File: src/rtl/slurm16_mem_arbiter.sv
// Single-port memory bus arbiter: execute-stage load/store wins over instruction fetch.
// Each access waits for mem_ready, or is aborted with a bus error when the wait limit is reached.
module slurm16_mem_arbiter #(
  parameter int BITS           = 16,
  parameter int ADDRESS_BITS   = 16,
  parameter int TIMEOUT_CYCLES = 15
) (
  input  logic                    CLK,
  input  logic                    RST,
  input  logic                    fetch_req,
  input  logic [ADDRESS_BITS-1:0] fetch_addr,
  input  logic                    fetch_flush,
  output logic [BITS-1:0]         fetch_data,
  output logic                    fetch_valid,
  input  logic                    ls_load,
  input  logic                    ls_store,
  input  logic [ADDRESS_BITS-1:0] ls_addr,
  input  logic [BITS-1:0]         ls_wdata,
  output logic [BITS-1:0]         ls_rdata,
  output logic                    ls_done,
  output logic                    stall,
  output logic [ADDRESS_BITS-1:0] mem_addr,
  output logic [BITS-1:0]         mem_wdata,
  output logic                    mem_rd,
  output logic                    mem_wr,
  input  logic [BITS-1:0]         mem_rdata,
  input  logic                    mem_ready,
  output logic                    bus_error
);

  localparam int CW = $clog2(TIMEOUT_CYCLES + 1);

  typedef enum logic [2:0] {IDLE, FETCH, LOAD, STORE, DONE} state_t;

  state_t          state, state_nxt;
  logic [CW-1:0]   wait_cnt;
  logic            discard;
  logic            access;
  logic            timeout_end;
  logic            acc_end;
  logic [BITS-1:0] rd_val;

  always_comb begin
    access      = (state == FETCH) || (state == LOAD) || (state == STORE);
    // abort on the cycle the counter would reach the limit
    timeout_end = access && !mem_ready && (wait_cnt == CW'(TIMEOUT_CYCLES - 1));
    acc_end     = access && (mem_ready || timeout_end);
    rd_val      = timeout_end ? {BITS{1'b1}} : mem_rdata;

    state_nxt = state;
    case (state)
      IDLE: begin
        if (ls_store)       state_nxt = STORE;
        else if (ls_load)   state_nxt = LOAD;
        else if (fetch_req) state_nxt = FETCH;
      end
      FETCH, LOAD, STORE: if (acc_end) state_nxt = DONE;
      DONE:               state_nxt = IDLE;
      default:            state_nxt = IDLE;
    endcase
  end

  assign stall = (ls_load | ls_store) & ~ls_done;

  always_ff @(posedge CLK) begin
    if (RST) begin
      state       <= IDLE;
      wait_cnt    <= '0;
      discard     <= 1'b0;
      mem_addr    <= '0;
      mem_wdata   <= '0;
      mem_rd      <= 1'b0;
      mem_wr      <= 1'b0;
      fetch_data  <= '0;
      fetch_valid <= 1'b0;
      ls_rdata    <= '0;
      ls_done     <= 1'b0;
      bus_error   <= 1'b0;
    end else begin
      state       <= state_nxt;
      fetch_valid <= 1'b0;
      ls_done     <= 1'b0;
      bus_error   <= 1'b0;
      case (state)
        IDLE: begin
          if (state_nxt != IDLE) begin
            wait_cnt  <= '0;
            mem_rd    <= (state_nxt != STORE);
            mem_wr    <= (state_nxt == STORE);
            mem_addr  <= (state_nxt == FETCH) ? fetch_addr : ls_addr;
            mem_wdata <= (state_nxt == STORE) ? ls_wdata : '0;
          end
        end
        FETCH, LOAD, STORE: begin
          if (state == FETCH && fetch_flush) discard <= 1'b1;
          if (acc_end) begin
            mem_rd    <= 1'b0;
            mem_wr    <= 1'b0;
            bus_error <= timeout_end;
            ls_done   <= (state != FETCH);
            if (state == FETCH) begin
              fetch_data  <= rd_val;
              // a flush in the final access cycle still suppresses the result
              fetch_valid <= ~(discard | fetch_flush);
            end
            if (state == LOAD) ls_rdata <= rd_val;
          end else begin
            wait_cnt <= wait_cnt + 1'b1;
          end
        end
        DONE:    discard <= 1'b0;
        default: ;
      endcase
    end
  end

endmodule

File: config.mk
export PLATFORM = sky130hd
export DESIGN_NAME = slurm16_mem_arbiter
export DESIGN_NICKNAME = d
export VERILOG_FILES = /design/src/rtl/slurm16_mem_arbiter.sv
export SDC_FILE = /design/constraint.sdc
export NUM_CORES = 1
export LEC_CHECK = 0
export ABC_AREA = 1
export CORE_UTILIZATION = 38
export DETAILED_ROUTE_END_ITERATION = 8
export HOLD_SLACK_MARGIN = 0.06
export PLACE_DENSITY = 0.77
export SYNTH_ARGS = -nofsm -noshare
export SYNTH_HDL_FRONTEND = slang
export SYNTH_SLANG_ARGS = --single-unit
File: constraint.sdc
create_clock -name CLK -period 1.7 [get_ports CLK]
set_input_delay 0.34 -clock CLK [delete_from_list [all_inputs] [get_ports CLK]]
set_output_delay 0.34 -clock CLK [all_outputs]
set_load 0.01 [all_outputs]
==> results of run 1 <==
## Yosys cell counts, types with 2 or more instances
| master | n |
|---|---|
| nand2_1 | 84 |
| clkbuf_1 | 14 |
| a21oi_1 | 39 |
| dfxtp_1 | 77 |
| nor2_1 | 42 |
| ha_1 | 2 |
| buf_2 | 8 |
| nand2_2 | 3 |
| nor3_1 | 2 |
| o21ai_2 | 2 |
| buf_1 | 2 |
| buf_4 | 4 |
| nor2_2 | 2 |
| o21ai_0 | 33 |
| nand3_1 | 89 |
| inv_2 | 5 |
| nand4_1 | 2 |
| o21ai_1 | 2 |
| inv_1 | 30 |
## layout make-up
type | count | area (µm²) | area share
well taps | 105 | 131 | 0.0229
flip-flops and latches | 77 | 1550 | 0.269
inverters | 36 | 145 | 0.0253
repair buffers | 184 | 2030 | 0.353
multi-input cells | 311 | 1700 | 0.295
clock inverters | 4 | 28.8 | 0.00501
clock buffers | 12 | 165 | 0.0288
## cell usage in the layout, fill, tap and decap left out, drive strengths merged
master / count
a21oi: 39
buf: 38
clkbuf: 18
clkdlybuf4s50: 139
clkinv: 2
clkinvlp: 2
dfxtp: 77
dlygate4sd2: 1
ha: 2
inv: 36
nand2: 88
nand3: 89
nand3b: 1
nand4: 2
nor2: 47
nor3: 3
o21ai: 37
o21bai: 1
xnor2: 1
xor2: 1
## registers in the layout, indices dropped and copies added (netlist names)
name	count
state	3
fetch_data	16
fetch_valid	1
ls_done	1
wait_cnt	4
discard	1
mem_wr	1
mem_rd	1
mem_wdata	16
mem_addr	16
ls_rdata	16
bus_error	1
## how the worst max path moves through the flow
stage	start	endpoint	slack, ns	cells after the start
6_report	wait_cnt[0]$_SDFFE_PP0P_	ls_rdata[0]$_SDFFE_PP0P_	-0.06	12
5_1_grt	wait_cnt[2]$_SDFFE_PP0P_	ls_rdata[0]$_SDFFE_PP0P_	-0.14	10
4_1_cts	wait_cnt[0]$_SDFFE_PP0P_	mem_addr[8]$_SDFFE_PP0P_	-0.08	11
3_5_place_dp	mem_ready	mem_wdata[4]$_SDFFE_PP0P_	-0.41	8
3_3_place_gp	ls_store	mem_addr[14]$_SDFFE_PP0P_	-0.31	9
2_1_floorplan	wait_cnt[0]$_SDFFE_PP0P_	mem_addr[12]$_SDFFE_PP0P_	0.04	11
## logic make-up after synthesis
group           share of synthesized area
buf+inv                            0.0841
flops                               0.469
compound gates                      0.120
simple gates                        0.314
xor+xnor                          0.00533
fa+ha+maj                         0.00761
## metal layers
layer / track usage / share of wire / vias to the layer above
li1: - / - / 1819
met1: 0.247 / 0.40 / 1702
met2: 0.388 / 0.49 / 145
met3: 0.0885 / 0.093 / 17
met4: 0.0720 / 0.018 / 0
met5: 0 / 0 / -
## power by group through the flow
stage	Clock (W)	Sequential [W]	Combinational (W)
2_1_floorplan	0	0.00219	0.000755
3_3_place_gp	0	0.00211	0.00159
3_5_place_dp	0	0.00212	0.00162
4_1_cts	0.00139	0.00209	0.00194
5_1_grt	0.00146	0.00212	0.00234
6_report	0.00136	0.00210	0.00219
## what timing repair did
item / 4_1_cts / 5_1_grt
resized for setup: 25 / 85
buffers inserted: 6 / 5
gates cloned: 3 / 6
pin swaps: 10 / 22
setup endpoints to repair: 53 / 65
## worst register-to-register path, delay by kind of cell (launching register included)
kind                       cells  cell delay [ns]
DFF                            1             0.33
buffers and inverters          6             0.64
adders and majority gates      1             0.14
AOI/OAI and AO/OA              3             0.33
and+or+nand+nor                2             0.25
## per-stage QoR
step	utilization	setup TNS, ns	area [µm²]	hold WS (ns)	cells
detailed placement	0.598	-16.42	4960	0.413	694
global route	0.692	-4.95	5740	0.450	729
finish	0.692	-0.454	5740	0.427	729
floorplan	-	0	3290	0.398	452
CTS	0.646	-0.801	5370	0.427	719
global placement	0.598	-12.42	4960	0.413	694
==> metrics.md, run 1 <==
| Metric | Value |
|---|---|
| Synth cell types | `29` |
| Syn_nets | `525` |
| CP bufs+invs | `6` |
| NumNets Final | `about 700` |
| Final slew viol count | `0` |
| Fin crit share | `1.04` |
| Rows | `33` |
| Hold Vio Cnt, Final | `0` |
| DR vias | `~3700` |
| Chip Height | `95.0 µm` |
| First-pass GRT wire length | `15600 µm` |
| Hpwl dp | `approximately 6600 µm` |
| Fill count | `~650` |
| EDFF count, synth | `0` |
| Sequential share of power | `0.371` |
| Initial antenna violation count | `0` |
| Clk root buf | `clkbuf_8` |
| Worst-path fanout max | `8` |
| Switching Share | `0.335` |
| CTS Buf Count | `9` |
| MaxCap Viol Count | `0` |
| Count of input and output buffers | `140` |
| Critical path class | `flop to flop` |
| Crit path max-delay cell type | `dfxtp_2` |
| Max frequency | `0.567 GHz` |
| Status | `finished, violations left` |
| Final WL | `approximately 11000 µm` |
| FF-to-FF End | `ls_rdata[0]$_SDFFE_PP0P_` |
| Worst EP required | `1.97 ns` |
| Detailed-route DRC error count | `0` |
| Cell Int Power | `around 0.0038 W` |
| Share of post-route cells with drive strength above 1 | `0.205` |
| Flops & latches, synth | `77` |
| Final setup vio count | `29` |
| Worst-margin pin slew | `between 0.4 and 0.5 ns` |
| Antenna cells | `0` |
| Leading area contributor after synthesis | `dfxtp_1` |
| Vias in the first global route | `3410` |
| Worst Hold Depth | `1` |
| H-tree levels | `3` |
| Total track usage | `0.223` |
| Synth Warn # | `0` |
| Max clock buf depth | `2` |
| Clock network power share | `0.241` |
| Mapped Area | `roughly 3300 µm²` |
| Global route overflow | `0` |
| Vias per cell | `between 5 and 6` |
| Normalized max-slew margin | `0.701` |
| Synth Instances | `~450` |
| Final worst setup slack | `-0.0622 ns` |
| TritonCTS clock tree | `yes` |
| CTS clock-pin slew for the worst setup and hold paths | `0.09 ns` |
| CP peak stage delay | `between 0.3 and 0.4 ns` |
| Clock Latency Late Sink | `between 0.3 and 0.4 ns` |
| Critical Path Sink Type | `flop` |
| Synth async-reset ratio | `0` |
| # hold bufs at CTS | `0` |
| HP Class | `flop to flop` |
| Final setup skew | `0.0118 ns` |
| Ys flop type | `dfxtp_1` |
| Drt first pass iters | `4` |
| Syn avg cell area | `roughly 7.3 µm²` |
| Static Leak | `between 2 and 2.5 nW` |
| I/O pin cnt | `roughly 140` |
| Full die area | `~9000 µm²` |
| Psw | `between 0.0015 and 0.002 W` |
| Final RePlAce weighted congestion | `roughly 0.75` |
| Area Overhead vs Synth | `74.7%` |
| Reg2reg setup slack | `-0.06 ns` |
| Largest net degree at the start of global routing | `57` |
| Reg2reg start | `wait_cnt[0]$_SDFFE_PP0P_` |
| CTS Sinks | `77` |
| Pre-CTS setup slack | `-0.412 ns` |
| Wire length per cell | `15.4 µm` |
| Min Tclk post-route | `between 1.5 and 2 ns` |
| Ranking of synthesized cells by area | `dfxtp_1, nand3_1, nand2_1` |
| Starting Density | `0.396` |
| Die W | `95.0 µm` |
| Crit path arrival time | `between 2 and 2.5 ns` |
| Total design power | `about 0.0057 W` |
| Reg2reg path depth | `12` |
| Core area | `about 8300 µm²` |
| RSZ-0062 raised after global routing | `true` |
| Failing checks | `negative setup slack` |
| Crit path cell chain | `inv_2 -> ha_4 -> inv_2 -> nor2_4 -> o21ai_2 -> buf_4 -> buf_6 -> nor3_4 -> buf_12 -> buf_12 -> o21ai_1 -> a21oi_1` |
| Setup crit start kind | `flop` |
| Worst hold start | `discard$_SDFFE_PP0P_` |
| Delay-heaviest family, CP | `buffers and inverters` |
| Maximum vdd drop | `approximately 570 µV` |
| Power per cell area | `984 nW/µm²` |
| Register area share after synthesis | `0.469` |
| Initial drt markers | `86` |
| Hold worst-path end | `fetch_valid$_SDFF_PP0_` |
| Yosys top cell area share | `0.469` |
| Comb power frac | `0.388` |
| Antenna viol nets, final | `0` |
(Power assumes the default switching activity.)
==> run 2, diff against run 1 <==
--- a/config.mk
+++ b/config.mk
@@ -6,6 +6,7 @@
 export NUM_CORES = 1
 export LEC_CHECK = 0
 export ABC_AREA = 1
+export CAP_MARGIN = 20
 export CORE_UTILIZATION = 38
 export DETAILED_ROUTE_END_ITERATION = 8
 export HOLD_SLACK_MARGIN = 0.06
==> results of run 2 <==
Final layout, timing and power as in run 1 (identical DEF).
==> run 3, diff against run 2 <==
--- a/config.mk
+++ b/config.mk
@@ -6,8 +6,8 @@
 export NUM_CORES = 1
 export LEC_CHECK = 0
 export ABC_AREA = 1
-export CAP_MARGIN = 20
 export CORE_UTILIZATION = 38
+export CTS_CLUSTER_DIAMETER = 50
 export DETAILED_ROUTE_END_ITERATION = 8
 export HOLD_SLACK_MARGIN = 0.06
 export PLACE_DENSITY = 0.77
==> results of run 3 <==
Final layout, timing and power as in run 1 (identical DEF).
